File: config.mk
export PLATFORM = sky130hd
export DESIGN_NAME = axis_source_arbiter
export DESIGN_NICKNAME = d
export VERILOG_FILES = /design/src/rtl/axis_source_arbiter_pkg.sv /design/src/rtl/axis_frame_phase.sv /design/src/rtl/axis_source_arbiter.sv
export SDC_FILE = /design/constraint.sdc
export NUM_CORES = 1
export LEC_CHECK = 0
export ABC_AREA = 1
export BUFFER_PORTS_ARGS = -buffer_cell sky130_fd_sc_hd__buf_4
export CORE_MARGIN = 5
export CORE_UTILIZATION = 51
export DETAILED_ROUTE_END_ITERATION = 8
export GPL_ROUTABILITY_DRIVEN = 0
export GPL_TIMING_DRIVEN = 0
export MAX_ROUTING_LAYER = met4
export PLACE_DENSITY = 0.85
export SLEW_MARGIN = 20
export SYNTH_ARGS = -nofsm -noshare
export SYNTH_HDL_FRONTEND = slang
export SYNTH_HIERARCHICAL = 1
export SYNTH_SLANG_ARGS = --single-unit
File: constraint.sdc
create_clock -name axis_clk -period 2.85 [get_ports axis_clk]
set_input_delay 0.285 -clock axis_clk [delete_from_list [all_inputs] [get_ports axis_clk]]
set_output_delay 0.285 -clock axis_clk [all_outputs]
set_load 0.005 [all_outputs]
File: src/rtl/axis_source_arbiter_pkg.sv
// Shared audio-stream definitions: arbiter state encoding and the common sample width
// used by the arbiter, I2S and volume blocks.
package axis_source_arbiter_pkg;

  localparam int unsigned AUDIO_DATA_WIDTH = 24;

  typedef enum logic [1:0] {
    RUN   = 2'd0,
    DRAIN = 2'd1,
    ALIGN = 2'd2
  } arb_state_t;

endpackage

File: src/rtl/axis_frame_phase.sv
// Per-source stereo frame phase tracker: phase=0 means the next accepted beat is a left sample.
module axis_frame_phase
  import axis_source_arbiter_pkg::*;
(
  input  logic clk,
  input  logic rst_n,
  input  logic beat,
  input  logic last,
  output logic phase
);

  always_ff @(posedge clk or negedge rst_n) begin
    if (!rst_n) begin
      phase <= 1'b0;
    end else if (beat) begin
      phase <= !last;
    end
  end

endmodule

File: src/rtl/axis_source_arbiter.sv
// Two-input AXI-Stream stereo source selector; switches only on frame boundaries and
// continuously drains (and counts) beats from the source that is not forwarded.
module axis_source_arbiter
  import axis_source_arbiter_pkg::*;
#(
  parameter int unsigned DATA_WIDTH = AUDIO_DATA_WIDTH,
  parameter int unsigned CNT_WIDTH  = 16
) (
  input  logic                  axis_clk,
  input  logic                  axis_resetn,
  input  logic                  sel,
  input  logic [DATA_WIDTH-1:0] s0_axis_data,
  input  logic                  s0_axis_valid,
  output logic                  s0_axis_ready,
  input  logic                  s0_axis_last,
  input  logic [DATA_WIDTH-1:0] s1_axis_data,
  input  logic                  s1_axis_valid,
  output logic                  s1_axis_ready,
  input  logic                  s1_axis_last,
  output logic [DATA_WIDTH-1:0] m_axis_data,
  output logic                  m_axis_valid,
  input  logic                  m_axis_ready,
  output logic                  m_axis_last,
  output logic                  active_src,
  output logic                  switching,
  output logic [CNT_WIDTH-1:0]  discard_cnt
);

  arb_state_t state, state_nxt;
  logic cur, cur_nxt;
  logic ph0, ph1;
  logic load_ok, fwd_ready;
  logic acc0, acc1;
  logic cur_acc, cur_last, new_acc, ph_cur, ph_new;
  logic [DATA_WIDTH-1:0] cur_data;

  assign load_ok   = !m_axis_valid || m_axis_ready;
  assign fwd_ready = (state != ALIGN) && load_ok;

  // Readies are gated by reset so neither source can handshake while held in reset.
  assign s0_axis_ready = axis_resetn && (cur ? 1'b1 : fwd_ready);
  assign s1_axis_ready = axis_resetn && (cur ? fwd_ready : 1'b1);

  assign acc0 = s0_axis_valid && s0_axis_ready;
  assign acc1 = s1_axis_valid && s1_axis_ready;

  assign cur_acc  = cur ? acc1 : acc0;
  assign cur_last = cur ? s1_axis_last : s0_axis_last;
  assign cur_data = cur ? s1_axis_data : s0_axis_data;
  assign new_acc  = cur ? acc0 : acc1;
  assign ph_cur   = cur ? ph1 : ph0;
  assign ph_new   = cur ? ph0 : ph1;

  axis_frame_phase u_phase0 (
    .clk   (axis_clk),
    .rst_n (axis_resetn),
    .beat  (acc0),
    .last  (s0_axis_last),
    .phase (ph0)
  );

  axis_frame_phase u_phase1 (
    .clk   (axis_clk),
    .rst_n (axis_resetn),
    .beat  (acc1),
    .last  (s1_axis_last),
    .phase (ph1)
  );

  always_comb begin
    state_nxt = state;
    cur_nxt   = cur;
    unique case (state)
      RUN: begin
        if (sel != cur) begin
          // A request landing on the closing beat of a frame skips DRAIN entirely.
          if ((!ph_cur && !cur_acc) || (cur_acc && cur_last)) state_nxt = ALIGN;
          else                                                state_nxt = DRAIN;
        end
      end
      DRAIN: begin
        if (sel == cur)                state_nxt = RUN;
        else if (cur_acc && cur_last)  state_nxt = ALIGN;
      end
      ALIGN: begin
        if (sel == cur) begin
          state_nxt = RUN;
        end else if (!ph_new && !new_acc) begin
          cur_nxt   = !cur;
          state_nxt = RUN;
        end
      end
      default: state_nxt = RUN;
    endcase
  end

  always_ff @(posedge axis_clk or negedge axis_resetn) begin
    if (!axis_resetn) begin
      state        <= RUN;
      cur          <= 1'b0;
      m_axis_valid <= 1'b0;
      m_axis_data  <= '0;
      m_axis_last  <= 1'b0;
      discard_cnt  <= '0;
    end else begin
      state <= state_nxt;
      cur   <= cur_nxt;
      if (cur_acc) begin
        m_axis_valid <= 1'b1;
        m_axis_data  <= cur_data;
        m_axis_last  <= cur_last;
      end else if (m_axis_ready) begin
        m_axis_valid <= 1'b0;
      end
      if (new_acc && (discard_cnt != '1)) begin
        discard_cnt <= discard_cnt + CNT_WIDTH'(1);
      end
    end
  end

  assign active_src = cur;
  assign switching  = (state != RUN);

endmodule

# Word-level counts from Yosys, hierarchy flattened
# Cells that the tools add are included.
# W data, S select, Z words.
classes:
  n_addsub: 1
  n_eq_ne: 9
  muxes: 17
  n_bitwise: 1
  reduce_logical: 24
ops:
  columns: ["operator", "count"]
  rows:
  - ["$mux W24", 1]
  - ["$add A16 B1 Y16 const B", 1]
  - ["$ne A16 B16 Y1 const B", 1]
  - ["$mux W2", 6]
  - ["$logic_and A1 B1 Y1", 9]
  - ["$mux W1", 9]
  - ["$logic_not A1 Y1", 8]
  - ["$ne A3 B3 Y1 const B", 2]
  - ["$pmux W2 S3", 1]
  - ["$reduce_and A3 Y1", 2]
  - ["$ne A2 B2 Y1 const B", 2]
  - ["$reduce_bool A2 Y1", 2]
  - ["$eq A2 B1 Y1 const B", 1]
  - ["$eq A2 B2 Y1 const B", 1]
  - ["$logic_not A2 Y1", 1]
  - ["$logic_or A1 B1 Y1", 2]
  - ["$eq A1 B1 Y1", 1]
  - ["$ne A1 B1 Y1", 1]
  - ["$not A1 Y1", 1]
word_totals:
  ff_bits: 47
  inputBits: 56
  wordCells: 60

# Depth between registers and ports, before layout
depth:
  ltp_word: 13
  ltp_mapped: 12
  ltp_nobuf: 12

# Modules after synthesis
# Netlist, hierarchy kept.
by_module_without_submodules:
  columns: ["mod", "instances", "cells_per_inst", "area_each_um2", "seq_area_each_um2"]
  rows:
  - ["axis_source_arbiter", 1, 290, 2311.0, 1126.1]
  - ["axis_frame_phase", 2, 6, 43.8, 25.0]

# Worst setup path after synthesis
# Ideal clock, no wire load.
synth_path:
  kind: "reg-to-reg"
  from: "register discard_cnt[0]"
  to: "register discard_cnt[3]"
  setup_ns: 0.080
  arrival_ns: 1.483
  t_required_ns: 2.770
  setup_slack_ns: 1.287
  stages_incl_launch_ff: 12
  path_buffers: 1
  period_less_slack_ns: 1.563
  cell_sequence: "dfrtp_1 > ha_1 > nand3_1 > nor2_2 > nand2_2 > nor2_4 > nand2_2 > nand2_4 > inv_2 > buf_6 > nand2_1 > xnor2_1"
synth_between:
  elab_chain_len: 2
  elab_cells_between_ends: 3
synth_rtl:
  columns: ["item", "line_no", "source"]
  rows:
  - ["start: declaration", "axis_source_arbiter.sv:26", "output logic [CNT_WIDTH-1:0] discard_cnt"]
  - ["start signal: assignment", "axis_source_arbiter.sv:116", "discard_cnt <= discard_cnt + CNT_WIDTH'(1);"]
  - ["branches (longest 2 deep; another with $add A16 B1 Y16)", null, null]
# Parallel ways; which one is timed is not known.
# A chain may end at the register's enable or synchronous reset.

# Worst setup path in the final report
layout_path:
  from: "register discard_cnt[0]"
  to: "register discard_cnt[8]"
# The elaborated chain is that of the path after synthesis.

==> impl_metrics.json <==
{
  "wirelength_mm": 6.27,
  "seqCellArea_um2": 1180,
  "synth_nets": 359,
  "boundaryPins": 102,
  "dieHeight_um": 78.6,
  "grt_pass1_wl_mm": 10.4,
  "vias": 2392,
  "fin_cells": 465,
  "syn_to_final_growth_pct": 37.9,
  "dpl_cell_area_um2": 3220,
  "relSlewSlack": 0.579,
  "cp_data_arrival_time_ns": 1.99,
  "crit_fanout": 10,
  "nets": 467,
  "synth.top_cell.area_share": 0.490,
  "overflow": 0,
  "end_kind": "register",
  "avgSynthCellArea_um2": 7.94,
  "core-area_um2": 4630,
  "netlist_top_cells_area": "dfrtp_1 (49%), nand2_1 (15%), a31oi_1 (6.3%), nor2_1 (5.3%), inv_1 (3.9%)",
  "synth-edff-count": 0,
  "fin_ws_ns": 1.08,
  "reg2reg_depth": 11,
  "violations": "hold timing",
  "wl_per_cell_um": 13.5,
  "hold_viol": 3,
  "cts_buffers": 5,
  "p_leak_uw": 0.00169,
  "grt_max_degree": 53,
  "drv_cap": 0,
  "yosys.area.top_type": "dfrtp_1",
  "vdd_drop_max_mv": 0.534,
  "filler_cell_count": 401,
  "die_width_um": 78.6,
  "cp-start-kind": "register",
  "cts_resized": 0,
  "p_seq_frac": 0.388,
  "period_needed_ns": 1.77,
  "clockBufferDepth": 2,
  "numClockSinks": 47,
  "avgViaCountPerCell": 5.14,
  "finalCritPeriodShare": 0.621,
  "ys_ff_latch": 47,
  "internal-power_uw": 1740,
  "fin_area_um2": 3310,
  "crit_type": "reg -> reg",
  "setup_viol": 0,
  "rsz0062_at_grt": "false",
  "root_buffer": "clkbuf_8",
  "hpwl_mm": 4.93,
  "p_clk_frac": 0.139,
  "worstPathRequired_ns": 3.07,
  "power_frac_comb": 0.474,
  "ys.flop_type": "dfrtp_1",
  "drive_gt1_frac": 0.299,
  "async_reset_ff_frac": 1.00,
  "power.density_nw_per_um2": 857,
  "place_ws_ns": 0.897,
  "netlist_top_cells_count": "nand2_1 (99), dfrtp_1 (47), nor2_1 (34)",
  "antenna_found_initial": 0,
  "firstDrtPassIters": 4,
  "syn_inst": 302,
  "status": "finished with violations",
  "netlist_area_um2": 2400,
  "slowest_stage": "dfrtp_1",
  "hp-class": "in -> async",
  "insertion_delay_ns": 0.29,
  "diodes": 0,
  "cts_tree": "built",
  "num_rows": 25,
  "whs_ns": -0.00374,
  "yosysMostFrequentCell": "nand2_1",
  "drtIter0Drc": 125,
  "final_max_slew_viol_count": 0,
  "gr-usage-all-layers": 0.217,
  "grt_pass1_vias": 2372,
  "crit_top_cell": "nand2_2",
  "ctsHtreeMaxLevel": 2,
  "ff2ff_setup_slack_ns": 1.08,
  "multi_input_area_um2": 1060,
  "swShare": 0.384,
  "place_inst": 457,
  "slowest_delay_ns": 0.41,
  "clock_skew_ns": 0.00385,
  "yosysUniqueCellTypes": 29,
  "setup_tns_ns": 0,
  "p_switching_uw": 1090,
  "post_cts.repair.setup_buffers": 0,
  "worstMarginPinSlew_ns": 0.631,
  "cts.hold.buffers_added": 0,
  "clk_pin_slew_ns": 0.08,
  "ant_nets": 0,
  "die-area_um2": 6170,
  "initial_core_util": 0.518,
  "numPortBuffers": 101,
  "synth_seq_area_share": 0.490,
  "crit_path_cell_trace": "ha_1, nand3_1, nor2_2, nand2_2, nor2_4, nand2_2, nand2_4, inv_2, buf_6, nand2_1, xnor2_1",
  "ys_warn_count": 6,
  "clock.fmax_ghz": 0.565,
  "route.detailed.drc": 0
}
==> cells in the final DEF, fill, tap and decap left out, types with 2 or more instances in the layout <==
master and n:
buf_4 104, nand2_1 99, dfrtp_1 47, nor2_1 34, inv_1 25, a31oi_1 24, nand3_1 12, nand4_1 7
xnor2_1 7, xor2_1 7, o21ai_0 6, clkbuf_1 5, clkbuf_8 5, buf_2 3, a21oi_1 3, nor3_1 3
clkinv_2 3, and2_1 2, nand2_2 2, o21ai_1 2
==> flip-flops by register name, summed over array words and instances (netlist names) <==
register,cells
m_axis_last,1
discard_cnt,16
state,2
u_phase0/phase,1
m_axis_data,24
u_phase1/phase,1
active_src,1
m_axis_valid,1
==> final timing paths <==
kind / startpoint / to
setup / recovery: discard_cnt[0] / discard_cnt[8]
hold / removal: axis_resetn / discard_cnt[9]
setup reg to reg: discard_cnt[0] / discard_cnt[8]
hold reg to reg: u_phase1/phase / u_phase1/phase
min in group axis_clk: sel / active_src
max in group asynchronous: axis_resetn / discard_cnt[11]
==> critical path: cells and delay by family (launching register included) <==
family                   cells  cell delay (ns)
AND/OR/NAND/NOR              7             0.80
flip-flops                   1             0.41
adder cells (fa/ha/maj)      1             0.18
buffers and inverters        2             0.18
XOR/XNOR                     1             0.11
==> per-layer routing <==
| metal | part of all wire | global-route usage | wire length, um | up-vias |
|---|---|---|---|---|
| li1 | - | - | - | 1180 |
| met4 | 0.023 | 0.0787 | 142 | 0 |
| met3 | 0.068 | 0.0596 | 424 | 16 |
| met2 | 0.53 | 0.379 | 3290 | 87 |
| met1 | 0.38 | 0.234 | 2410 | 1109 |
| met5 | 0 | - | 0 | - |
==> logic make-up after synthesis <==
family          count (synthesis)  share of synthesized area
fa+ha+maj                       1                    0.00522
xor+xnor                       14                     0.0511
simple gates                  164                      0.290
compound gates                 38                     0.0949
buf+inv                        38                     0.0689
flops                          47                      0.490
==> power groups by stage <==
| stage | clock network (uW) | registers [uW] | logic, uW |
|---|---|---|---|
| 6_report | 393 | 1100 | 1340 |
| 5_1_grt | 437 | 1140 | 1520 |
| 4_1_cts | 402 | 1100 | 1360 |
| 3_5_place_dp | 0 | 1110 | 1360 |
| 3_3_place_gp | 0 | 1100 | 1320 |
| 2_1_floorplan | 0 | 1110 | 693 |
==> area by class of cell <==
cell class	count	area share
clock inverters	3	0.00454
well taps	54	0.0204
plain buffers	12	0.0204
repair buffers	101	0.229
inverters	26	0.0295
clock buffers	5	0.0208
multi-input cells	217	0.320
flip-flops and latches	47	0.356
==> through the flow <==
stage           util  total power [uW]
3_3_place_gp   0.696              2420
2_1_floorplan      -              1810
6_report       0.715              2830
5_1_grt        0.715              3090
4_1_cts        0.715              2860
3_5_place_dp   0.696              2470
No activity file was read; power rests on OpenSTA's default activity.
